## config.mk

```make
export PLATFORM = sky130hd
export DESIGN_NAME = multdiv_sequencer
export DESIGN_NICKNAME = d
export VERILOG_FILES = /design/src/rtl/md_pkg.sv /design/src/rtl/md_hazard_check.sv /design/src/rtl/multdiv_sequencer.sv
export SDC_FILE = /design/constraint.sdc
export NUM_CORES = 1
export LEC_CHECK = 0
export CORE_ASPECT_RATIO = 0.8
export CORE_MARGIN = 5
export CORE_UTILIZATION = 39
export DETAILED_ROUTE_END_ITERATION = 8
export GPL_TIMING_DRIVEN = 1
export PLACE_DENSITY_LB_ADDON = 0.08
export SLEW_MARGIN = 15
export SYNTH_ARGS = -nofsm -noshare
export SYNTH_HDL_FRONTEND = slang
export SYNTH_SLANG_ARGS = --single-unit
export TNS_END_PERCENT = 20
```

## constraint.sdc

```tcl
create_clock -name clock -period 1.8 [get_ports clock]
set_input_delay 0.27 -clock clock [delete_from_list [all_inputs] [get_ports clock]]
set_output_delay 0.27 -clock clock [all_outputs]
set_load 0.01 [all_outputs]
```

## src/rtl/md_pkg.sv

```systemverilog
// Shared definitions for the multdiv sequencer:
// FSM state encoding and rstatus exception codes.
package md_pkg;

  typedef enum logic [1:0] {
    IDLE = 2'd0,
    RUN  = 2'd1,
    PEND = 2'd2
  } state_t;

  localparam int RSTATUS_MULT    = 4;
  localparam int RSTATUS_DIV     = 5;
  localparam int RSTATUS_REG_DEF = 30;

endpackage

```

## src/rtl/md_hazard_check.sv

```systemverilog
// Combinational F/D hazard compare against the
// register owned by the in-flight multdiv op.
module md_hazard_check
  import md_pkg::*;
#(
  parameter int REG_BITS    = 5,
  parameter int RSTATUS_REG = RSTATUS_REG_DEF
) (
  input  logic                active,
  input  logic [REG_BITS-1:0] busy_rd,
  input  logic [REG_BITS-1:0] fd_rs,
  input  logic [REG_BITS-1:0] fd_rt,
  input  logic [REG_BITS-1:0] fd_rd,
  input  logic                fd_we,
  input  logic                fd_is_md,
  output logic                stall
);

  localparam logic [REG_BITS-1:0] RS_REG =
    REG_BITS'(RSTATUS_REG);

  logic tracked;
  logic raw_waw;
  logic rstat;

  assign tracked = busy_rd != '0;

  assign raw_waw = tracked &
    ((fd_rs == busy_rd) |
     (fd_rt == busy_rd) |
     (fd_we & (fd_rd == busy_rd)));

  // An exception may land in rstatus, so its readers wait too.
  assign rstat = (fd_rs == RS_REG) | (fd_rt == RS_REG);

  assign stall = active & (fd_is_md | raw_waw | rstat);

endmodule

```

## src/rtl/multdiv_sequencer.sv

```systemverilog
// Issue/complete sequencer for the shared multdiv unit:
// start pulses, hazard stall, write-port arbitration.
module multdiv_sequencer
  import md_pkg::*;
#(
  parameter int DATA_W      = 32,
  parameter int REG_BITS    = 5,
  parameter int TIMEOUT     = 40,
  parameter int RSTATUS_REG = RSTATUS_REG_DEF
) (
  input  logic                clock,
  input  logic                reset,
  input  logic                issue_mult,
  input  logic                issue_div,
  input  logic [REG_BITS-1:0] issue_rd,
  output logic                md_ctrl_mult,
  output logic                md_ctrl_div,
  input  logic                md_result_rdy,
  input  logic                md_exception,
  input  logic [DATA_W-1:0]   md_result,
  input  logic                pipe_we,
  input  logic [REG_BITS-1:0] pipe_wr_reg,
  input  logic [DATA_W-1:0]   pipe_wr_data,
  input  logic [REG_BITS-1:0] fd_rs,
  input  logic [REG_BITS-1:0] fd_rt,
  input  logic [REG_BITS-1:0] fd_rd,
  input  logic                fd_we,
  input  logic                fd_is_md,
  output logic                wb_we,
  output logic [REG_BITS-1:0] wb_reg,
  output logic [DATA_W-1:0]   wb_data,
  output logic                stall,
  output logic                busy
);

  localparam int CW = $clog2(TIMEOUT + 1);

  state_t              state;
  state_t              state_nxt;
  logic [CW-1:0]       cnt;
  logic [REG_BITS-1:0] busy_rd;
  logic                is_div;
  logic                pend_we;
  logic [REG_BITS-1:0] pend_reg;
  logic [DATA_W-1:0]   pend_data;

  logic                issue;
  logic                timeout;
  logic                done;
  logic                exc;
  logic                res_we;
  logic [REG_BITS-1:0] res_reg;
  logic [DATA_W-1:0]   res_data;
  logic                md_fin;
  logic                md_we;
  logic [REG_BITS-1:0] md_reg;
  logic [DATA_W-1:0]   md_data;
  logic                hz_active;

  assign issue   = issue_mult | issue_div;
  assign timeout = cnt == CW'(TIMEOUT - 1);
  assign done    = (state == RUN) &
                   (md_result_rdy | timeout);

  // A timeout without a result is reported as an exception.
  assign exc = md_result_rdy ? md_exception : 1'b1;

  assign res_reg  = exc ? REG_BITS'(RSTATUS_REG) : busy_rd;
  assign res_data = exc ?
    (is_div ? DATA_W'(RSTATUS_DIV) :
              DATA_W'(RSTATUS_MULT)) :
    md_result;
  assign res_we   = exc | (busy_rd != '0);

  assign md_fin = ~pipe_we &
    (done | (state == PEND));

  assign md_we   = md_fin & ~reset &
                   ((state == PEND) ? pend_we : res_we);
  assign md_reg  = (state == PEND) ? pend_reg : res_reg;
  assign md_data = (state == PEND) ? pend_data : res_data;

  always_ff @(posedge clock) begin
    if (reset) begin
      state     <= IDLE;
      cnt       <= '0;
      busy_rd   <= '0;
      is_div    <= 1'b0;
      pend_we   <= 1'b0;
      pend_reg  <= '0;
      pend_data <= '0;
    end else begin
      state <= state_nxt;
      if (state == IDLE && issue) begin
        busy_rd <= issue_rd;
        is_div  <= issue_div;
        cnt     <= '0;
      end
      if (state == RUN) begin
        cnt <= cnt + 1'b1;
        if (done && pipe_we) begin
          pend_we   <= res_we;
          pend_reg  <= res_reg;
          pend_data <= res_data;
        end
      end
    end
  end

  always_comb begin
    state_nxt = state;
    unique case (state)
      IDLE: if (issue) state_nxt = RUN;
      RUN: begin
        if (done) state_nxt = pipe_we ? PEND : IDLE;
      end
      PEND: if (!pipe_we) state_nxt = IDLE;
      default: state_nxt = IDLE;
    endcase
  end

  always_comb begin
    md_ctrl_mult = 1'b0;
    md_ctrl_div  = 1'b0;
    if (state == IDLE && !reset) begin
      md_ctrl_mult = issue_mult & ~issue_div;
      md_ctrl_div  = issue_div;
    end
    wb_we   = 1'b0;
    wb_reg  = '0;
    wb_data = '0;
    if (pipe_we) begin
      wb_we   = 1'b1;
      wb_reg  = pipe_wr_reg;
      wb_data = pipe_wr_data;
    end else if (md_we) begin
      wb_we   = 1'b1;
      wb_reg  = md_reg;
      wb_data = md_data;
    end
  end

  assign busy = state != IDLE;

  // Regfile is write-before-read, so the write cycle itself is safe.
  assign hz_active = busy & ~md_fin & ~reset;

  md_hazard_check #(
    .REG_BITS    (REG_BITS),
    .RSTATUS_REG (RSTATUS_REG)
  ) u_hazard (
    .active   (hz_active),
    .busy_rd  (busy_rd),
    .fd_rs    (fd_rs),
    .fd_rt    (fd_rt),
    .fd_rd    (fd_rd),
    .fd_we    (fd_we),
    .fd_is_md (fd_is_md),
    .stall    (stall)
  );

endmodule

```

After elaboration in Yosys (flattened, before gate mapping)
Cells that the tools add are included.
{"block": "totals", "in_bits": 98, "register_bits": 52, "out_inout_bits": 42}
{"block": "classes", "mux": 22, "eq_ne": 11, "bitwise_logic": 23, "n_reduce_logical": 10, "add_sub_neg": 1}
{"operator": "$mux W32", "count": 4}
{"operator": "$mux W5", "count": 4}
{"operator": "$eq A5 B5 Y1", "count": 3}
{"operator": "$mux W6", "count": 2}
{"operator": "$and A1 B1 Y1", "count": 10}
{"operator": "$eq A5 B5 Y1 const B", "count": 2}
{"operator": "$or A1 B1 Y1", "count": 9}
{"operator": "$mux W2", "count": 4}
{"operator": "$mux W1", "count": 7}
{"operator": "$add A6 B1 Y6 const B", "count": 1}
{"operator": "$eq A6 B6 Y1 const B", "count": 1}
{"operator": "$ne A2 B2 Y1 const B", "count": 3}
{"operator": "$pmux W2 S3", "count": 1}
{"operator": "$reduce_bool A5 Y1", "count": 1}
{"operator": "$not A1 Y1", "count": 4}
{"operator": "$reduce_bool A2 Y1", "count": 2}
{"operator": "$logic_and A1 B1 Y1", "count": 3}
{"operator": "$reduce_and A3 Y1", "count": 1}
{"operator": "$eq A2 B1 Y1 const B", "count": 1}
{"operator": "$eq A2 B2 Y1 const B", "count": 1}
{"operator": "$logic_not A2 Y1", "count": 1}
{"operator": "$reduce_and A2 Y1", "count": 1}
{"operator": "$logic_not A1 Y1", "count": 1}

Longest topological paths before layout
{"block": "logic_depth", "word_depth": 9, "mapped_depth": 7}

Cells and area by module
Synthesis repeated with hierarchy kept, for this count alone.
{"block": "unflattened", "hier_cells": 498, "area_unflattened_um2": 3544.6}
{"module": "multdiv_sequencer", "cells_per_inst": 469, "area_per_inst_um2": 3333.2, "seq_area_each_um2": 1041.0, "instances": 1}
{"module": "md_hazard_check", "cells_per_inst": 29, "area_per_inst_um2": 211.5, "seq_area_each_um2": 0.0, "instances": 1}

Worst setup path before layout
Ideal clock, no wire load.
{"block": "synth_path", "path_kind": "flip-flop to output port", "startpoint": "register cnt[0]", "endpoint": "output wb_data[15]", "required_time_ps": 1530, "t_arrival_ps": 1624, "path_stages_with_launch": 8, "slack_ps": -94, "n_path_buf": 2, "cell_sequence": "dfxtp_1 > ha_1 > a41oi_4 > nor2_2 > a31oi_1 > buf_4 > buf_6 > o31ai_1"}
{"block": "synth_via", "elab_chain_len": 9}
{"element": "from (decl)", "line": "multdiv_sequencer.sv:40", "text": "logic [CW-1:0] cnt;"}
{"element": "from (signal assigned)", "line": "multdiv_sequencer.sv:100", "text": "cnt <= cnt + 1'b1;"}
{"element": "$eq A6 B6 Y1", "line": "multdiv_sequencer.sv:61", "text": "assign timeout = cnt == CW'(TIMEOUT - 1);"}
{"element": "$or A1 B1 Y1", "line": "multdiv_sequencer.sv:63", "text": "(md_result_rdy | timeout);"}
{"element": "$and A1 B1 Y1", "line": "multdiv_sequencer.sv:62", "text": "assign done = (state == RUN) &"}
{"element": "$or A1 B1 Y1", "line": "multdiv_sequencer.sv:76", "text": "(done | (state == PEND));"}
{"element": "$and A1 B1 Y1", "line": "multdiv_sequencer.sv:75", "text": "assign md_fin = ~pipe_we &"}
{"element": "$and A1 B1 Y1 (2 in a row)", "line": "multdiv_sequencer.sv:78", "text": "assign md_we = md_fin & ~reset &"}
{"element": "$mux W32", "line": "multdiv_sequencer.sv:136", "text": "end else if (md_we) begin"}
{"element": "$mux W32", "line": "multdiv_sequencer.sv:132", "text": "if (pipe_we) begin"}
{"element": "to (decl)", "line": "multdiv_sequencer.sv:31", "text": "output logic [DATA_W-1:0] wb_data,"}
Every way passes these cells.

Worst setup path after layout
{"block": "layout_path", "startpoint": "register state[0]", "endpoint": "output wb_data[0]"}
{"block": "layout_via", "elab_chain_len": 8}
{"element": "from (decl)", "line": "multdiv_sequencer.sv:38", "text": "state_t state;"}
{"element": "from (signal assigned)", "line": "multdiv_sequencer.sv:93", "text": "state <= state_nxt;"}
{"element": "$eq A2 B1 Y1", "line": "multdiv_sequencer.sv:62"}
{"element": "$and A1 B1 Y1", "line": "multdiv_sequencer.sv:62"}
{"element": "$or A1 B1 Y1", "line": "multdiv_sequencer.sv:76"}
{"element": "$and A1 B1 Y1", "line": "multdiv_sequencer.sv:75"}
{"element": "$and A1 B1 Y1 (2 in a row)", "line": "multdiv_sequencer.sv:78"}
{"element": "$mux W32 *", "line": "multdiv_sequencer.sv:136"}
{"element": "$mux W32 *", "line": "multdiv_sequencer.sv:132"}
Mark *: on every way between the ends. The rest lies on a longest branch, timed or not.

==> flow_summary_export.csv <==
group,metric,value,unit
outcome,run_status,"finished, violations left",
outcome,violations_in_the_final_reports,"negative setup slack",
clock_tree,cts_tree,"built",
worst_setup_path,reg2reg_depth,7,
worst_setup_path,type_of_element_capturing_the_critical_path,"output port",
flow_run,maxCapViolations,0,
floorplanning,dieArea,10500,sq um
routing,drc_violations_left,0,
routing,drt-total-wl,11.5,mm
global_routing,globalRouteTotalUtil,0.207,
synthesis,synth_top_cells_by_count,"a21oi_1, nand2_1, dfxtp_1",
synthesis,post_synth.cell_area_avg,7.20,sq um
timing,rsz_0062_raised_after_global_routing,"yes",
synthesis,async_set_reset_flop_share_out_of_synthesis,0,
synthesis,synthesis.area,3350,sq um
global_routing,grt_overflow_total,0,
timing,max_clock_freq,433,MHz
timing,final_min_period_over_clock_period,1.28,
timing,finalHoldViolCount,0,
timing,final_report_max_slew_violation_count,0,
synthesis,synth_compound_area_frac,0.261,
worst_setup_path,critical_path.slowest_cell,"dfxtp_2",
routing,dr_total_vias,3885,
timing,timing.final.setup_violations,39,
final_layout,antenna-diode-count,0,
timing,finalWorstSetupSlack,-0.510,ns
synthesis,combinational_family_with_the_most_area_after_synthesis,"simple AND/OR/NAND/NOR gates",
final_layout,n_fill_cell,753,
worst_setup_path,path_buf_inv,5,
clock_tree,clock-root-buffer,"clkbuf_8",
clock_tree,insertion_delay,0.31,ns
routing,via_per_inst,5.25,
clock_tree,clk_pin_slew_worst_paths,0.10,ns
synthesis,synth_seq_cells,52,
floorplanning,core-area,8410,sq um
placement,numPortBuffers,139,
power,power.ir.vdd_worst,0.297,mV
hold_path,hp-class,"in -> reg",
clock_tree,clock_sink_count,52,
worst_setup_path,critical_path_required,1.53,ns
final_layout,final-seq-area,1050,sq um
final_layout,reg_top3,"pend_data (32), cnt (6)",
global_routing,grt_first_pass_wirelength,18.0,mm
global_routing,grt_pass1_vias,3716,
placement,place_hpwl,7.77,mm
final_layout,regMostFlops,"pend_data",
hold_path,hold_path_startpoint,"pipe_we",
worst_setup_path,regToRegEndpoint,"pend_data[0]",
global_routing,grt_start_max_net_pins,46,
worst_setup_path,criticalPathCategory,"reg -> out",
worst_setup_path,critical_path_fanouts_max,5,
timing,max-slew-margin-rel,0.724,
worst_setup_path,number_of_stages_on_the_worst_setup_path,9,
timing,tightest_slew,0.414,ns
floorplanning,initial_cell_density_of_the_core,0.398,
synthesis,netlist.area_leader.share,0.311,
final_layout,multi_input_comb_area,2390,sq um
power,cellLeakagePower,0.00224,uW
global_routing,antenna_found_initial,0,
clock_tree,cts_inserted_buffers,5,
power,power_density,515,nW/um^2
clock_tree,htree_levels,2,
clock_tree,clk_path_buf_depth,2,
routing,drt_first_pass_iters,4,
worst_setup_path,critPathMaxStageDelay,0.35,ns
synthesis,synth_enable_flop_cells,0,
routing,drtAntennaViolNets,0,
worst_setup_path,cp-startpoint,"state[0]",
floorplanning,chipHeight,92.8,um
final_layout,areaGrowthSynthToFinish,66.3,%
floorplanning,std_cell_rows,30,
placement,gp_congestion,0.797,
final_layout,layout-drive-gt1-share,0.288,
synthesis,yosys.area_share.xor_xnor,0.0393,
final_layout,design.final.nets,726,
synthesis,synthSimpleGateAreaFrac,0.306,
worst_setup_path,reg2reg_setup_slack,0.11,ns
synthesis,sequential_cell_area_fraction_in_the_yosys_report,0.311,
synthesis,post_synth_main_area_contributors,"dfxtp_1, a21oi_1, nand2_1, o31ai_1, and3_1",
worst_setup_path,cp-start-kind,"flip-flop",
floorplanning,ios,140,
synthesis,synth-adder-area-share,0.00374,
final_layout,largest_reg_flops,32,
worst_setup_path,path_cells,"nand2b_4 > nor3b_2 > buf_4 > a31oi_4 > buf_12 > buf_8 > buf_16 > o31ai_2 > buf_2",
worst_setup_path,worst_ep_arrival_time,2.04,ns
clock_tree,holdBufCountCts,0,
hold_path,holdPathEnd,"state[1]",
routing,final_routed_wire_length_divided_by_cell_count,15.5,um
synthesis,synth_cell_types,40,
hold_path,worst_hold_path.num_cells,3,
timing,skew,0.00946,ns
synthesis,synth.mux.area_fraction,0.00299,
worst_setup_path,kind_of_cell_with_the_highest_combined_delay_on_the_critical_path,"buffers and inverters",
final_layout,layout.core_utilization,0.662,
floorplanning,fp.dieW,114,um
worst_setup_path,worstReg2RegStart,"cnt[0]",
timing,hold-worst-slack,0.416,ns
synthesis,synth_top_area_cell,"dfxtp_1",
synthesis,synthFlopType,"dfxtp_1",
synthesis,synthesis.instances,465,
synthesis,yosys_warnings,0,
synthesis,mappedNetlistNets,564,
routing,dr.first_iter.drc_count,214,
timing,fin_crit,2.31,ns
==> placed cells by master, fill, tap and decap left out, types with 3 or more instances in the layout <==
cell type and count:
a21oi_1 81, o31ai_4 13, xor2_1 10, nand4_1 4, clkbuf_8 6, nor2_1 29, nand2_1 81, o31ai_2 21
a211oi_1 4, clkdlybuf4s50_1 93, nand3_1 37, o31ai_1 4, buf_4 47, nor3_1 3, dfxtp_1 44, and3_1 32
nor2_2 4, xnor2_1 5, dfxtp_2 7, buf_2 43, buf_12 9
==> layer usage <==
metal,GRT usage,up-vias,share of wire
met4,0.0410,0,0.0071
met2,0.336,125,0.47
met1,0.280,1786,0.45
li1,-,1966,-
met5,0,-,0
met3,0.0496,8,0.074
==> what timing repair did <==
item                       CTS  global route
setup buffers                7             5
pin swaps                   18             8
setup endpoints to repair   43            41
gates resized for setup    210            27
cloned                       4             2
==> final cells by class <==
type,instances,area share
Clock buffer,6,0.0148
Clock inverter,2,0.00180
Inverter,2,0.00135
Multi-Input combinational cell,363,0.429
Sequential cell,52,0.189
Tap cell,112,0.0252
Timing Repair Buffer,203,0.339
==> kinds of logic after synthesis <==
kind of cell,count (synthesis)
AOI/OAI and AO/OA,134
xor gates and xnor gates,15
adders and majority gates,1
buffers and inverters,50
DFF,52
muxes,1
and+or+nand+nor,212
==> worst max path at each step <==
stage | endpoint | slack (ns)
6_report | wb_data[0] | -0.51
5_1_grt | wb_data[0] | -0.60
4_1_cts | wb_data[0] | -0.49
3_5_place_dp | wb_data[8] | -0.87
3_3_place_gp | wb_data[31] | -0.82
2_1_floorplan | wb_data[15] | -0.007
==> worst reg2reg max path: stages (launching register included) <==
cell and delay [ns]:
dfxtp_4 0.37, ha_4 0.15, a41oi_4 0.11, buf_4 0.18, nor3b_4 0.26, buf_4 0.29, nor2_1 0.07, a211oi_1 0.19
==> power by group <==
group          leakage (uW)  total [uW]  internal (uW)  switching [uW]
combinational       0.00177         957            515             443
sequential         0.000425        1210           1180            27.1
clock             0.0000510         699            308             391
==> metrics by stage <==
step / worst slack, ns / total power (uW) / cells / cell area, sq um / TNS [ns]
after floorplan: -0.00689 / 1620 / 465 / 3400 / -0.138
after global placement: -0.816 / 2090 / 716 / 5130 / -32.02
after detailed placement: -0.866 / 2110 / 716 / 5130 / -33.75
after CTS: -0.488 / 2820 / 735 / 5340 / -16.12
after global routing: -0.600 / 3020 / 740 / 5560 / -17.85
final: -0.510 / 2870 / 740 / 5560 / -14.79
Power figures use the tool's default switching activity.
